--- src/rtl/cache_instrucoes_param.sv ---
// Direct-mapped, read-only instruction cache with a word-serial refill engine.
// Hits answer combinationally; a miss stalls fetch while a whole block is streamed in.
module cache_instrucoes_param #(
  parameter int NUM_LINHAS     = 16,
  parameter int PALAVRAS_BLOCO = 8
) (
  input  logic        clock,
  input  logic        reset,
  input  logic [31:0] PC,
  input  logic        pc_valido,
  input  logic        flush,
  output logic        stall_cache_instrucoes,
  output logic [31:0] instrucao_do_processador,
  output logic        mem_req,
  output logic [31:0] mem_addr,
  input  logic        mem_valid,
  input  logic [31:0] mem_data,
  output logic [31:0] contador_misses
);
  localparam int OFF  = $clog2(PALAVRAS_BLOCO * 4);
  localparam int IDX  = $clog2(NUM_LINHAS);
  localparam int TAG  = 32 - IDX - OFF;
  localparam int WSEL = OFF - 2;

  typedef logic [PALAVRAS_BLOCO-1:0][31:0] bloco_t;
  typedef enum logic {OCIOSO, RECARGA} estado_t;

  estado_t              estado;
  logic [NUM_LINHAS-1:0] valido;
  logic [TAG-1:0]       tags [NUM_LINHAS];
  bloco_t               dados [NUM_LINHAS];
  bloco_t               buffer, bloco_final;
  logic [IDX-1:0]       idx_lat;
  logic [TAG-1:0]       tag_lat;
  logic [WSEL-1:0]      contador;
  logic                 descartar;

  logic [IDX-1:0]  pc_idx;
  logic [TAG-1:0]  pc_tag;
  logic [WSEL-1:0] pc_pal;
  logic            hit, ultima;
  logic            unused_pc;

  assign pc_idx    = PC[OFF +: IDX];
  assign pc_tag    = PC[31 -: TAG];
  assign pc_pal    = PC[2 +: WSEL];
  assign unused_pc = ^PC[1:0];

  assign hit    = (estado == OCIOSO) && valido[pc_idx] && (tags[pc_idx] == pc_tag);
  assign ultima = (estado == RECARGA) && mem_valid && (contador == WSEL'(PALAVRAS_BLOCO - 1));

  assign stall_cache_instrucoes   = pc_valido && !hit;
  assign instrucao_do_processador = hit ? dados[pc_idx][pc_pal] : 32'h0;

  // The last word bypasses the buffer so the whole block installs on the same edge.
  genvar w;
  generate
    for (w = 0; w < PALAVRAS_BLOCO; w++) begin : g_bloco
      assign bloco_final[w] = (contador == WSEL'(w)) ? mem_data : buffer[w];
    end
  endgenerate

  always_ff @(posedge clock or posedge reset) begin
    if (reset) begin
      estado          <= OCIOSO;
      valido          <= '0;
      mem_req         <= 1'b0;
      mem_addr        <= '0;
      contador        <= '0;
      contador_misses <= '0;
      descartar       <= 1'b0;
      idx_lat         <= '0;
      tag_lat         <= '0;
    end else begin
      if (flush) valido <= '0;
      case (estado)
        OCIOSO: begin
          if (pc_valido && !hit && !flush) begin
            estado          <= RECARGA;
            idx_lat         <= pc_idx;
            tag_lat         <= pc_tag;
            mem_addr        <= {PC[31:OFF], {OFF{1'b0}}};
            mem_req         <= 1'b1;
            contador        <= '0;
            descartar       <= 1'b0;
            contador_misses <= contador_misses + 32'd1;
          end
        end
        RECARGA: begin
          // A flush anywhere in the transfer poisons the line being fetched.
          if (flush) descartar <= 1'b1;
          if (mem_valid) begin
            contador <= contador + 1'b1;
            if (ultima) begin
              if (!flush && !descartar) valido[idx_lat] <= 1'b1;
              mem_req <= 1'b0;
              estado  <= OCIOSO;
            end
          end
        end
        default: estado <= OCIOSO;
      endcase
    end
  end

  // Tag/data storage carries no reset; the valid bits gate every read.
  always_ff @(posedge clock) begin
    if (estado == RECARGA && mem_valid) buffer[contador] <= mem_data;
    if (ultima) begin
      dados[idx_lat] <= bloco_final;
      tags[idx_lat]  <= tag_lat;
    end
  end

endmodule

--- config.mk ---
export PLATFORM = sky130hd
export DESIGN_NAME = cache_instrucoes_param
export DESIGN_NICKNAME = d
export VERILOG_FILES = /design/src/rtl/cache_instrucoes_param.sv
export SDC_FILE = /design/constraint.sdc
export NUM_CORES = 2
export LEC_CHECK = 0
export CORE_MARGIN = 2
export CORE_UTILIZATION = 60
export DETAILED_ROUTE_END_ITERATION = 10
export PLACE_DENSITY_LB_ADDON = 0.3
export SLEW_MARGIN = 30
export SYNTH_ARGS = -nofsm -noshare
export SYNTH_HDL_FRONTEND = slang
export SYNTH_MEMORY_MAX_BITS = 65536
export SYNTH_SLANG_ARGS = --single-unit
--- constraint.sdc ---
create_clock -name clock -period 22.3 [get_ports clock]
set_input_delay 5.575 -clock clock [delete_from_list [all_inputs] [get_ports clock]]
set_output_delay 5.575 -clock clock [all_outputs]
set_load 0.02 [all_outputs]
==> Word-level counts from Yosys, hierarchy flattened <==
Memory sizes are Yosys's and may differ from the RTL's.
Cells that the tools add are included.
{ "classes": {"n_addsub": 2, "magnitude_cmp": 6, "eq_ne": 12, "mux": 39, "n_bitwise": 2, "n_reduce_logical": 17} }
{ "ops": {"columns": ["operator", "n"], "rows": [
  ["32-bit two-way mux", 11],
  ["256-bit bitwise mux", 1],
  ["32-bit binary-select mux with 3-bit select", 1],
  ["32-bit demux with 3-bit select", 1],
  ["16-bit two-way mux", 5],
  ["32-bit by 1-bit adder with 32-bit output, second input constant", 1],
  ["23-bit == test", 1],
  ["16-bit OR", 1],
  ["3-bit == test, second input constant", 4],
  ["1-bit two-way mux", 12],
  ["4-bit by 5-bit < comparator with 1-bit output, second input constant", 2],
  ["1-bit logical AND", 9],
  ["3-bit by 4-bit < comparator with 1-bit output, second input constant", 2],
  ["3-bit by 2-bit == test with 1-bit output, second input constant", 2],
  ["3-bit two-way mux", 2],
  ["1-bit one-hot mux with 2 select lines", 3],
  ["3-bit one-hot mux with 2 select lines", 1],
  ["2-bit AND reduction", 3],
  ["1-bit binary-select mux with 4-bit select", 1],
  ["1-bit demux with 4-bit select", 1],
  ["4-bit by 1-bit greater-or-equal comparator with 1-bit output, second input constant", 1],
  ["2-bit by 1-bit inequality test with 1-bit output, second input constant", 2],
  ["2-bit inequality test, second input constant", 2],
  ["3-bit by 1-bit adder with 3-bit output, second input constant", 1],
  ["other kinds (6)", 8]
]} }
{ "word_totals": {"reg_bits": 364, "ram_bits": 4464, "in_bits": 69, "output_inout_bits": 98, "wordCells": 97, "mem_count": 2} }
{ "memory_table": {"columns": ["name", "depth", "width", "read_ports", "rd_ports_with_merged_regs", "write_ports", "line_no", "source"], "rows": [
  ["dados", 16, 256, 1, 0, 1, "31", "bloco_t dados [NUM_LINHAS];"],
  ["tags", 16, 23, 1, 0, 1, "30", "logic [TAG-1:0] tags [NUM_LINHAS];"]
]} }

==> Longest topological paths before layout <==
{ "depth": {"depth_word": 9, "ltp_mapped": 15, "depth_no_buf": 9} }

==> Worst setup path before layout <==
Ideal clock, no wire load.
{ "synth_path": {"path_kind": "input -> register", "from": "input mem_valid", "to": "memory dados[0][0] (netlist name) (enable)", "setup_ns": 0.926, "arrival_time_ns": 17.956, "required_time_ns": 21.374, "setup_slack_ns": 3.419, "path_stages": 5, "path_buffers": 1, "path_cell_list": "and2_1 > clkbuf_1 > nand2_1 > or3_1 > nor2_1"} }
{ "synth_via": {"elab_chain_len": 4} }
{ "synth_rtl": {"columns": ["item", "line_no", "source"], "rows": [
  ["start: declaration", "16", "input logic mem_valid,"],
  ["1-bit logical AND (2 in series)", "50", "assign ultima = (estado == RECARGA) && mem_valid && (contador == WSEL'(PALAVRAS_BLOCO - 1));"],
  ["1-bit two-way mux", "109", "if (ultima) begin"],
  ["1-bit two-way mux (implied by the code)", "110", "dados[idx_lat] <= bloco_final;"],
  ["end: declaration", "31", null]
]} }
Every way passes these cells.

==> Worst setup path in the final report <==
{ "layout_path": {"from": "input PC[6]", "to": "output instrucao_do_processador[5]"} }
{ "layout_via": {"elab_chain_len": 5, "elab_cells_between_ends": 10, "cone_classes": "eq/ne (1); mux (5); reduce/logical (2); memory (2)"} }
{ "layout_rtl": {"columns": ["item", "line_no", "source"], "rows": [
  ["start: declaration", "9", "input logic [31:0] PC,"],
  ["branches (longest 4 deep; another with memory 16 x 256 bit)", null, null],
  ["32-bit two-way mux *", "53", "assign instrucao_do_processador = hit ? dados[pc_idx][pc_pal] : 32'h0;"],
  ["end: declaration", "13", "output logic [31:0] instrucao_do_processador,"]
]} }
Every way passes the cells marked *. The select of a mux whose other input is x is not followed.

==> impl_metrics.ini <==
[drt]
drt-wirelength-per-cell_um = 35.8
detail_route.iter0.violations = 12100
dr_wl_met3_um = 48200
routed_wl_um = 439000
top_layer_used = met5
met2_length_um = 217000
vias_per_cell = 6.85
routed-via-count = 84100
route.detailed.drc = 0
ant_nets = 0
dr.pass1.iters = 5
wl_met1_um = 161000

[global_route]
first_global_vias = 86700
grt_pass1_wl_um = 629000
grt_max_degree = 158
track_usage = 0.287
overflow = 0
antenna_found_initial = 27

[pwr]
peakVddDrop_uv = 87.8
fin_total_pwr_mw = 20.4
p_leak_nw = 64.2
pwr_density_cell_mw_per_mm2 = 99.0

[clock_tree]
cts_tree = built
post_cts_resized = 0
cts_sinks = 4801
root_buffer = clkbuf_16
htreeDepth = 5
path_clk_slew_ns = 0.06
clock_latency_ns = 0.97
clockBufferDepth = 4
hold_buffers = 0
postCtsSetupRepairBufs = 0
numCtsBuffers = 455

[cells_and_area]
final_common_cell = edfxtp_1
regArea_sq_mm = 0.144
mostFrequentLayoutCells = 4720 x edfxtp_1, 1436 x mux4_2, 463 x clkbuf_16, 258 x mux2_2, 152 x clkdlybuf4s50_1
final_nets = 7834
n_fill_cell = 17600
syn_to_final_growth_pct = 12.1
drive_gt1_frac = 0.317
multi_input_area_sq_mm = 0.0387

[worst_setup_path]
start_kind = input pin
slowest_delay_ns = 0.74
crit_chain = buf_8 > buf_12 > mux4_2 > nor2b_1 > a211oi_1 > a21oi_1 > xnor2_1 > nand4_1 > nor3b_1 > nand4_1 > buf_4 > nor2_1 > clkdlybuf4s50_1
timing.rr.start = contador[0]
crit_type = in2out
cpMostUsedCell = nand4_1
cp-end-kind = output port
crit_fanout = 131
cp-startpoint = PC[6]
required_ns = 16.73
arrival_ns = 11.08
crit_slowest_cell = clkdlybuf4s50_1

[yosys]
syn_avg_cell_area_sq_um = 25.1
ys_warn_count = 0
synth.distinct_cells = 48
synthFlopType = edfxtp_1
ys_seq_area_frac = 0.781
yosys_register_bits = 4801
syn_inst = 7351
synth_edf_count = 4720
synth_area_sq_mm = 0.184
async_reset_ff_frac = 0.0169

[timing]
hold_ws_ns = 0.488
final_hold_viol_count = 0
report.final.slew_viol_count = 0
fmax_mhz = 60.0
fin_ws_ns = 5.64
final.setup.tns_ns = 0
slew_headroom = 0.149
setup_viol = 0
tightest_slew_ns = 1.28
clock_skew_ns = 0.0392
rsz0062_at_grt = false
min_period_ns = 16.66
fin_crit_sh = 0.747

[place]
port_buffers = 159
place_hpwl_um = 201000
place_ws_ns = 5.70
place.gp.congestion = 0.773

[job]
drv_cap = 0

[worst_hold_path]
hold_start = contador_misses[31]
hold_path_class = reg2reg

[floorplanning]
initial_core_util = 0.603
die_area_sq_mm = 0.311
die_w_um = 558
ios = 167
coreArea_sq_mm = 0.306
rows = 203
fp.dieH_um = 558

[run_status]
status = finished clean
[per-layer routing]
layer | global-route usage | up-vias
li1 | - | 32700
met5 | 0 | -
met4 | 0.0844 | 14
met2 | 0.458 | 5360
met3 | 0.0576 | 650
met1 | 0.410 | 45400
[worst paths after layout]
kind | to | cells past startpoint | slack (ns)
worst max-delay path | instrucao_do_processador[5] | 13 | 5.64
worst min-delay path | contador_misses[31] | 1 | 0.49
worst max register to register | dados[2][99] | 8 | 16.15
worst min register to register | contador_misses[31] | 1 | 0.49
max in group asynchronous | idx_lat[0] | 3 | 16.51
min in group asynchronous | contador_misses[30] | 2 | 4.85
[cell usage after synthesis (2+ instances only)]
| cell | count | area [sq um] |
|---|---|---|
| buf_6 | 21 | 236 |
| nor2_1 | 81 | 304 |
| nand2_1 | 49 | 184 |
| dfrtp_1 | 81 | 2030 |
| edfxtp_1 | 4720 | 142000 |
| nand2b_1 | 12 | 75.1 |
| a21oi_1 | 16 | 80.1 |
| and2_1 | 5 | 31.3 |
| nand3_1 | 18 | 90.1 |
| nor3_1 | 7 | 35.0 |
| buf_4 | 43 | 323 |
| a21o_1 | 2 | 15.0 |
| o22ai_1 | 9 | 56.3 |
| nor2b_1 | 6 | 37.5 |
| a22oi_1 | 4 | 30.0 |
| mux2i_1 | 82 | 821 |
| mux2_2 | 258 | 2910 |
| buf_2 | 89 | 445 |
| a211oi_1 | 2 | 15.0 |
| inv_1 | 14 | 52.6 |
| nor4b_2 | 2 | 30.0 |
| nor4_1 | 3 | 18.8 |
| xor2_1 | 14 | 123 |
| and3_1 | 16 | 100 |
| nand4_1 | 19 | 119 |
| and4_1 | 7 | 61.3 |
| buf_1 | 70 | 263 |
| o21ai_0 | 2 | 10.0 |
| clkbuf_1 | 160 | 601 |
| ha_1 | 7 | 87.6 |
| a31oi_1 | 4 | 25.0 |
| mux2_1 | 26 | 293 |
| mux4_2 | 1436 | 32300 |
| xnor2_1 | 50 | 438 |
| or4_1 | 3 | 22.5 |
[report_power, final]
part           leakage [nW]  total, mW  internal, mW  switching, mW
Sequential             43.5       10.8          10.7          0.150
Clock                  7.36       7.80          4.49           3.31
Combinational          13.3       1.81         0.576           1.23
[stage by stage]
step	cells	utilization	cell area, sq um
after floorplan	7355	-	184000
after global placement	11400	0.625	191000
after detailed placement	11400	0.625	191000
after CTS	12200	0.675	206000
after global routing	12300	0.675	206000
final	12300	0.675	206000
[worst max-delay path, delay by kind of cell]
| kind | cells | cell delay, ns |
|---|---|---|
| buf+inv | 4 | 2.41 |
| simple gates | 5 | 1.57 |
| xor+xnor | 1 | 0.31 |
| mux | 1 | 0.59 |
| compound gates | 2 | 0.47 |
[logic make-up after synthesis]
logic type	after synthesis	share of synthesized area
buffers and inverters	398	0.0105
xor gates and xnor gates	64	0.00304
DFF	4801	0.781
other	1	0.0000204
adders and majority gates	7	0.000476
and+or+nand+nor	234	0.00642
AOI/OAI and AO/OA	44	0.00150
muxes	1802	0.197
[area by class of cell]
cell class,count,area share
sequential,4801,0.697
clock buffer,545,0.0578
antenna,26,0.000315
multi-input combinational,2156,0.188
inverter,14,0.000261
tap,4100,0.0249
clock inverter,305,0.0153
timing repair buffer,330,0.0172
[state kept, by name (all words and copies together), names as in the netlist]
| register | count |
|---|---|
| mem_req | 1 |
| estado | 1 |
| buffer | 256 |
| dados | 4096 |
| descartar | 1 |
| contador_misses | 32 |
| tags | 368 |
| mem_addr | 1 |
| contador | 3 |
| valido | 16 |
| tag_lat | 23 |
| idx_lat | 3 |
Note: power is estimated with default switching activity, not from simulation.
